## config.mk

```make
export PLATFORM = sky130hd
export DESIGN_NAME = frame_stream_gen
export DESIGN_NICKNAME = d
export VERILOG_FILES = /design/src/rtl/frame_stream_gen.sv
export SDC_FILE = /design/constraint.sdc
export NUM_CORES = 1
export LEC_CHECK = 0
export CAP_MARGIN = 20
export CORE_ASPECT_RATIO = 1.5
export CORE_MARGIN = 2
export CORE_UTILIZATION = 58
export DETAILED_ROUTE_END_ITERATION = 8
export GPL_TIMING_DRIVEN = 0
export PLACE_DENSITY_LB_ADDON = 0.1
export SLEW_MARGIN = 20
export SYNTH_ARGS = -nofsm -noshare
export SYNTH_HDL_FRONTEND = slang
export SYNTH_SLANG_ARGS = --single-unit
export TNS_END_PERCENT = 30
```

## constraint.sdc

```tcl
create_clock -name clk -period 5.7 [get_ports clk]
set_input_delay 0.855 -clock clk [delete_from_list [all_inputs] [get_ports clk]]
set_output_delay 0.855 -clock clk [all_outputs]
set_load 0.01 [all_outputs]
```

## src/rtl/frame_stream_gen.sv

```systemverilog
`default_nettype none
// ============================================================================
//  Module      : frame_stream_gen
//  Description : Reads a stored frame from a synchronous-read frame buffer and
//                replays it as a timed raster (vsync/hsync/de/data). Vertical
//                timing is sync lines, back-porch lines, then V_RES active
//                lines. Each active line waits for i_ready before it starts.
//  Revision    : 1.0 - initial release
// ============================================================================
module frame_stream_gen #(
    parameter int WIDTH   = 8,
    parameter int H_RES   = 170,
    parameter int V_RES   = 240,
    parameter int H_BLANK = 8,
    parameter int H_SYNC  = 2,
    parameter int V_SYNC  = 1,
    parameter int V_BACK  = 2
) (
    input  logic                           clk,
    input  logic                           rstn,
    input  logic                           i_start,
    input  logic                           i_continuous,
    input  logic                           i_ready,
    output logic                           o_rd_en,
    output logic [$clog2(H_RES*V_RES)-1:0] o_rd_addr,
    input  logic [WIDTH-1:0]               i_rd_data,
    output logic                           o_vsync,
    output logic                           o_hsync,
    output logic                           o_de,
    output logic [WIDTH-1:0]               o_data,
    output logic                           o_busy,
    output logic                           o_frame_done
);

    localparam int c_H_TOT = H_RES + H_BLANK;
    localparam int c_HW    = $clog2(c_H_TOT);
    localparam int c_AW    = $clog2(H_RES * V_RES);
    localparam int c_VMAX  = (V_RES > V_SYNC) ? ((V_RES > V_BACK) ? V_RES : V_BACK)
                                              : ((V_SYNC > V_BACK) ? V_SYNC : V_BACK);
    localparam int c_VW    = $clog2(c_VMAX + 1);

    localparam logic [c_HW-1:0] c_H_LAST      = c_HW'(c_H_TOT - 1);
    localparam logic [c_HW-1:0] c_H_ACT       = c_HW'(H_RES);
    localparam logic [c_HW-1:0] c_H_SYNC_LAST = c_HW'(H_RES + H_SYNC - 1);
    localparam logic [c_VW-1:0] c_V_SYNC_LAST = c_VW'(V_SYNC - 1);
    localparam logic [c_VW-1:0] c_V_BACK_LAST = c_VW'((V_BACK > 0) ? V_BACK - 1 : 0);
    localparam logic [c_VW-1:0] c_V_RES_LAST  = c_VW'(V_RES - 1);

    localparam logic [2:0] S_IDLE     = 3'd0;
    localparam logic [2:0] S_VSYNC    = 3'd1;
    localparam logic [2:0] S_VBACK    = 3'd2;
    localparam logic [2:0] S_WAIT_RDY = 3'd3;
    localparam logic [2:0] S_ACTIVE   = 3'd4;
    localparam logic [2:0] S_DONE     = 3'd5;

    logic [2:0]      r_state;
    logic [2:0]      r_state_next;
    logic [c_HW-1:0] r_h_cnt;
    logic [c_VW-1:0] r_v_cnt;
    logic [c_AW-1:0] r_addr;
    logic            r_rd_en_d;
    logic [2:0]      r_de_pipe;
    logic [2:0]      r_hs_pipe;
    logic [2:0]      r_vs_pipe;

    logic w_line_end;
    logic w_hs_win;
    logic w_pix;
    logic w_hs_int;
    logic w_vs_int;

    assign w_line_end = (r_h_cnt == c_H_LAST);
    assign w_hs_win   = (r_h_cnt >= c_H_ACT) && (r_h_cnt <= c_H_SYNC_LAST);

    // State register
    always_ff @(posedge clk or negedge rstn) begin
        if (!rstn) begin
            r_state <= S_IDLE;
        end else begin
            r_state <= r_state_next;
        end
    end

    // Next-state logic; a start request is only seen from IDLE
    always_comb begin
        r_state_next = r_state;
        case (r_state)
            S_IDLE:     if (i_start) r_state_next = S_VSYNC;
            S_VSYNC:    if (w_line_end && (r_v_cnt == c_V_SYNC_LAST))
                            r_state_next = (V_BACK == 0) ? S_WAIT_RDY : S_VBACK;
            S_VBACK:    if (w_line_end && (r_v_cnt == c_V_BACK_LAST))
                            r_state_next = S_WAIT_RDY;
            S_WAIT_RDY: if (i_ready) r_state_next = S_ACTIVE;
            S_ACTIVE:   if (w_line_end)
                            r_state_next = (r_v_cnt == c_V_RES_LAST) ? S_DONE : S_WAIT_RDY;
            S_DONE:     r_state_next = i_continuous ? S_VSYNC : S_IDLE;
            default:    r_state_next = S_IDLE;
        endcase
    end

    // Undelayed raster signals and status outputs decoded from the state
    always_comb begin
        w_pix        = 1'b0;
        w_hs_int     = 1'b0;
        w_vs_int     = 1'b0;
        o_busy       = (r_state != S_IDLE);
        o_frame_done = (r_state == S_DONE);
        case (r_state)
            S_VSYNC: begin
                w_vs_int = 1'b1;
                w_hs_int = w_hs_win;
            end
            S_VBACK:  w_hs_int = w_hs_win;
            S_ACTIVE: begin
                w_pix    = (r_h_cnt < c_H_ACT);
                w_hs_int = w_hs_win;
            end
            default: ;
        endcase
    end

    // Pixel, line and address counters; v_cnt restarts whenever its state is left
    always_ff @(posedge clk or negedge rstn) begin
        if (!rstn) begin
            r_h_cnt <= '0;
            r_v_cnt <= '0;
            r_addr  <= '0;
        end else begin
            case (r_state)
                S_VSYNC, S_VBACK, S_ACTIVE: r_h_cnt <= w_line_end ? '0 : r_h_cnt + c_HW'(1);
                default:                    r_h_cnt <= '0;
            endcase
            case (r_state)
                S_VSYNC, S_VBACK: if (w_line_end)
                    r_v_cnt <= (r_state_next == r_state) ? r_v_cnt + c_VW'(1) : '0;
                S_ACTIVE: if (w_line_end)
                    r_v_cnt <= (r_state_next == S_DONE) ? '0 : r_v_cnt + c_VW'(1);
                S_WAIT_RDY: r_v_cnt <= r_v_cnt;
                default:    r_v_cnt <= '0;
            endcase
            if (r_state == S_DONE) begin
                r_addr <= '0;
            end else if (w_pix) begin
                r_addr <= r_addr + c_AW'(1);
            end
        end
    end

    // Read port plus three-stage sync delay so o_de lines up with the returned pixel
    always_ff @(posedge clk or negedge rstn) begin
        if (!rstn) begin
            o_rd_en   <= 1'b0;
            o_rd_addr <= '0;
            r_rd_en_d <= 1'b0;
            o_data    <= '0;
            r_de_pipe <= '0;
            r_hs_pipe <= '0;
            r_vs_pipe <= '0;
        end else begin
            o_rd_en   <= w_pix;
            o_rd_addr <= r_addr;
            r_rd_en_d <= o_rd_en;
            if (r_rd_en_d) begin
                o_data <= i_rd_data;
            end
            r_de_pipe <= {r_de_pipe[1:0], w_pix};
            r_hs_pipe <= {r_hs_pipe[1:0], w_hs_int};
            r_vs_pipe <= {r_vs_pipe[1:0], w_vs_int};
        end
    end

    assign o_de    = r_de_pipe[2];
    assign o_hsync = r_hs_pipe[2];
    assign o_vsync = r_vs_pipe[2];

endmodule
`default_nettype wire

```

# Word level (Yosys, flattened, before mapping)
# Index checks and enable logic that the tools add are counted.
[classes]
add_sub_neg = 3
order_cmp = 3
n_eq_ne = 12
muxes = 20
bitwise = 1
n_reduce_logical = 10
[op_table]
columns = ["op", "n"]
rows = [
  ["$mux 8", 6],
  ["$mux 16", 2],
  ["$pmux 8 s3", 1],
  ["$mux 3", 6],
  ["$pmux 3 s6", 1],
  ["$add 16x1->16 const B", 1],
  ["$add 8x1->8 const B", 2],
  ["$eq 8x8->1 const B", 2],
  ["$eq 3x3->1 const B", 3],
  ["$eq 8x1->1 const B", 1],
  ["$ge 8x8->1 const B", 1],
  ["$le 8x8->1 const B", 1],
  ["$logic_not 8->1", 1],
  ["$lt 8x8->1 const B", 1],
  ["$eq 3x2->1 const B", 2],
  ["$mux 1", 4],
  ["$ne 2x2->1 const B", 2],
  ["$eq 3x1->1 const B", 1],
  ["$eq 3x3->1", 1],
  ["$logic_and 1x1->1", 3],
  ["$logic_not 3->1", 1],
  ["$reduce_and 3->1", 1],
  ["$reduce_bool 3->1", 1],
  ["$reduce_or 3->1", 1],
  ["other kinds (3)", 3],
]
[totals]
register_bits = 70
input_bits = 13
output_inout_bits = 30
word_cells = 60

# Longest topological paths before layout
[logic_depth]
word_depth = 8
ltp_mapped = 8
depth_no_buf = 7

# Least setup slack after synthesis
# OpenSTA, ideal clock, no wires.
[synth_path]
path_type = "flip-flop to output port"
start = "register r_state[2]"
end = "output o_frame_done"
arrival_ns = 1.438
t_required_ns = 4.845
setup_slack_ns = 3.407
path_stages_with_launch = 6
n_path_buf = 2
path_cell_list = "dfrtp_1 > clkbuf_1 > nand2_1 > or2_2 > inv_1 > buf_1"
[synth_between]
elab_chain_len = 1
[synth_rtl]
columns = ["item", "line_no", "source"]
rows = [
  ["start, declared", "56", "logic [2:0] r_state;"],
  ["start signal, assigned", "80", "r_state <= r_state_next;"],
  ["$eq 3x3->1", "107", "o_frame_done = (r_state == S_DONE);"],
  ["end, declared", "32", "output logic o_frame_done"],
]
# No other way between the ends.

# Worst setup path after layout
# Same ends and word-level chain as after synthesis.

==> impl_metrics.yaml <==
power:
  p_total_mw: 1.01
  p_comb_frac: 0.138
  netSwitchingFraction: 0.271
  p_sw_mw: 0.275
  power.density_nw_per_um2: 269
  intPower_mw: 0.740
  power.static_leakage_nw: 1.70
  seqPwrFrac: 0.528
  ir_worst_vdd_v: 0.000205
  clkPwrFrac: 0.334
setup_path:
  cpLargestDelayFamily: "buffers and inverters"
  slowest_delay_ns: 0.63
  r2r-end: "r_v_cnt[6]$_DFFE_PN0P_"
  r2r-start: "r_h_cnt[1]$_DFF_PN0_"
  worstSetupPathType: "register to primary output"
  rrSetupSlack_ns: 3.28
  crit_buf_inv: 4
  cp.arrival_ns: 2.71
  cp_data_required_time_ns: 4.85
  critPathLaunchType: "register"
  endpoint_kind: "primary output"
  crit_chain: "clkbuf_1 > nand2_1 > or2_2 > inv_1 > buf_1 > clkdlybuf4s50_1"
  path_max_fanout: 10
  r2r_cells: 8
  crit_slowest_cell: "clkdlybuf4s50_1"
drt:
  vias: 2302
  ant_nets: 0
  drc_errors: 0
  firstDrtPassIters: 4
  wl_um: 6220
  via_per_inst: 5.63
  drtIter0Drc: 93
  wire_per_inst_um: 15.2
timing:
  fmax_mhz: 280
  worst_slack_ns: 2.13
  hold_ws_ns: 0.351
  clock-skew-final_ns: 0.00568
  hold_viol: 0
  slew_headroom: 0.548
  post-route-period-util: 0.626
  tightestPinTransition_ns: 0.677
  min_period_ns: 3.57
  setup_violations: 0
  rsz0062_at_grt: "false"
  final.setup.tns_ns: 0
  slew_viol_final: 0
floorplan:
  coreArea_um2: 5120
  fp.dieW_um: 63.4
  die_h_um: 93.1
  dieArea_um2: 5900
  start_util: 0.599
  placementRows: 32
  pin_count: 43
grt:
  use_met1: 0.245
  gr-usage-met3: 0.0469
  antenna_found_initial: 0
  met2_usage: 0.428
  grt_max_degree: 58
  grt_usage: 0.231
  overflow: 0
  grt_most_used_layer: "met2"
  grt_pass1_wl_um: 10300
  grt_pass1_vias: 2241
clocking:
  htree_levels: 3
  ctsHoldBuffers: 0
  cts-resized-gates: 0
  cts_buffers: 9
  clockBufferDepth: 2
  path_clk_slew_ns: 0.07
  clk_latency_ns: 0.34
  cts_sinks: 68
  cts_setup_buffers: 0
  cts_tree: "done"
  cts-root-buf: "clkbuf_8"
synthesis:
  synth_area_per_cell_um2: 10.9
  netlist_instances: 282
  ys_types: 49
  synth-xor-area-share: 0.0400
  synth_area_um2: 3070
  seq_area_frac_synth: 0.555
  synth_top_family_by_area: "simple AND/OR/NAND/NOR gates"
  syn_nets: 302
  synth_area_leader_cell: "dfrtp_1"
  synth_top_cell_area_share: 0.555
  muxShareOfSynthArea: 0.0457
  synth_fa_ha_area_frac: 0.0285
  synth_warnings: 0
  ys_top_cells_by_area: "dfrtp_1, nand2_1, nor2_1, mux2_2, ha_1"
  synth-simple-area-share: 0.205
  ys_ff_latch: 68
  synth-compound-area-share: 0.0918
place:
  place_area_um2: 3600
  dp_hpwl_um: 4540
  gp_congestion: 0.907
  io_buffers: 42
  dpl.cell_count: 393
  pre_cts_slack_ns: 2.51
hold_path:
  hold_class: "input pin to asynchronous set/reset pin"
layout:
  diodes: 0
  postLayoutCoreUtil: 0.735
  nets: 356
  instances_no_fill: 409
  fin_area_um2: 3770
  fill_cells: 385
  layout-drive-gt1-share: 0.103
  syn_to_final_growth_pct: 22.8
job:
  drv_cap: 0
outcome:
  status: "finished, final reports clean"
-- layout make-up --
cell class	instances	area (um2)	area share
plain buffers	11	45.0	0.0120
flip-flops and latches	68	1700	0.452
repair buffers	43	445	0.118
well taps	68	85.1	0.0226
clock buffers	12	145	0.0385
clock inverters	4	25.0	0.00664
multi-input cells	187	1260	0.335
inverters	16	60.1	0.0159
-- metal layers --
metal / up-vias / wire, um
li1: 1098 / -
met2: 57 / 3560
met3: 11 / 243
met5: - / 0
met4: 0 / 126
met1: 1136 / 2290
-- registers in the layout, summed over array words and instances (netlist names) --
| register | count |
|---|---|
| o_rd_addr | 16 |
| r_addr | 16 |
| o_data | 8 |
| r_h_cnt | 8 |
| r_v_cnt | 8 |
| r_de_pipe | 3 |
| r_hs_pipe | 3 |
| r_state | 3 |
| r_vs_pipe | 3 |
-- worst max-delay path by stage --
stage	slack, ns	depth (start not counted)	endpoint	from
finish	2.13	6	o_frame_done	r_state[2]$_DFF_PN0_
global route	1.93	6	o_frame_done	r_state[2]$_DFF_PN0_
CTS	2.12	6	o_frame_done	r_state[2]$_DFF_PN0_
detailed placement	2.51	6	o_frame_done	r_state[2]$_DFF_PN0_
global placement	1.64	1	r_v_cnt[1]$_DFFE_PN0P_	rstn
floorplan	3.41	5	o_frame_done	r_state[2]$_DFF_PN0_
-- synth_stat cells, drive strengths merged --
master	number
nor2	25
or3	2
o21ai	7
nand3b	2
nand4b	3
xor2	8
or4	9
nand2b	1
a31o	2
and3	5
nand4bb	1
and2	2
ha	7
nand4	10
a211oi	1
nor4bb	2
mux2	8
o211ai	4
mux2i	5
o41ai	1
o2bb2ai	2
xnor2	6
or3b	2
dfrtp	68
or4b	2
nor3	8
o21a	2
nand2	25
o21bai	2
o31ai	5
a21o	1
inv	16
o311ai	1
o22ai	1
or4bb	1
or2	2
a21oi	9
nor4	1
nor3b	2
nand3	10
buf	3
clkbuf	8
-- power groups by stage --
stage / combinational [mW] / clock [mW] / sequential [mW]
finish: 0.141 / 0.339 / 0.536
global route: 0.163 / 0.366 / 0.540
CTS: 0.143 / 0.349 / 0.536
detailed placement: 0.142 / 0 / 0.545
global placement: 0.135 / 0 / 0.544
floorplan: 0.0970 / 0 / 0.538
-- cells by family after synthesis --
family                   Yosys count
flip-flops                        68
multiplexers                      13
buffers and inverters             27
AND/OR/NAND/NOR                  115
adder cells (fa/ha/maj)            7
XOR/XNOR                          14
AO/OA/AOI/OAI                     38
-- worst register-to-register path, stage by stage (launching register included) --
cell,delay [ns]
dfrtp_1,0.46
inv_1,0.09
ha_1,0.15
or3b_1,0.39
o311ai_1,0.50
nand2_1,0.20
buf_2,0.25
mux2i_1,0.14
nor3_1,0.17
-- layout by cell type, fill, tap and decap left out, types with 9 or more instances in the layout --
cell type,synthesis,layout
dfrtp_1,68,68
inv_1,16,16
or4_1,9,9
clkdlybuf4s50_1,0,41
clkbuf_8,0,10
clkbuf_1,7,9
nand4_1,10,10
nand3_1,10,10
nand2_1,25,25
nor2_1,25,25
No activity file was read; power rests on OpenSTA's default activity.
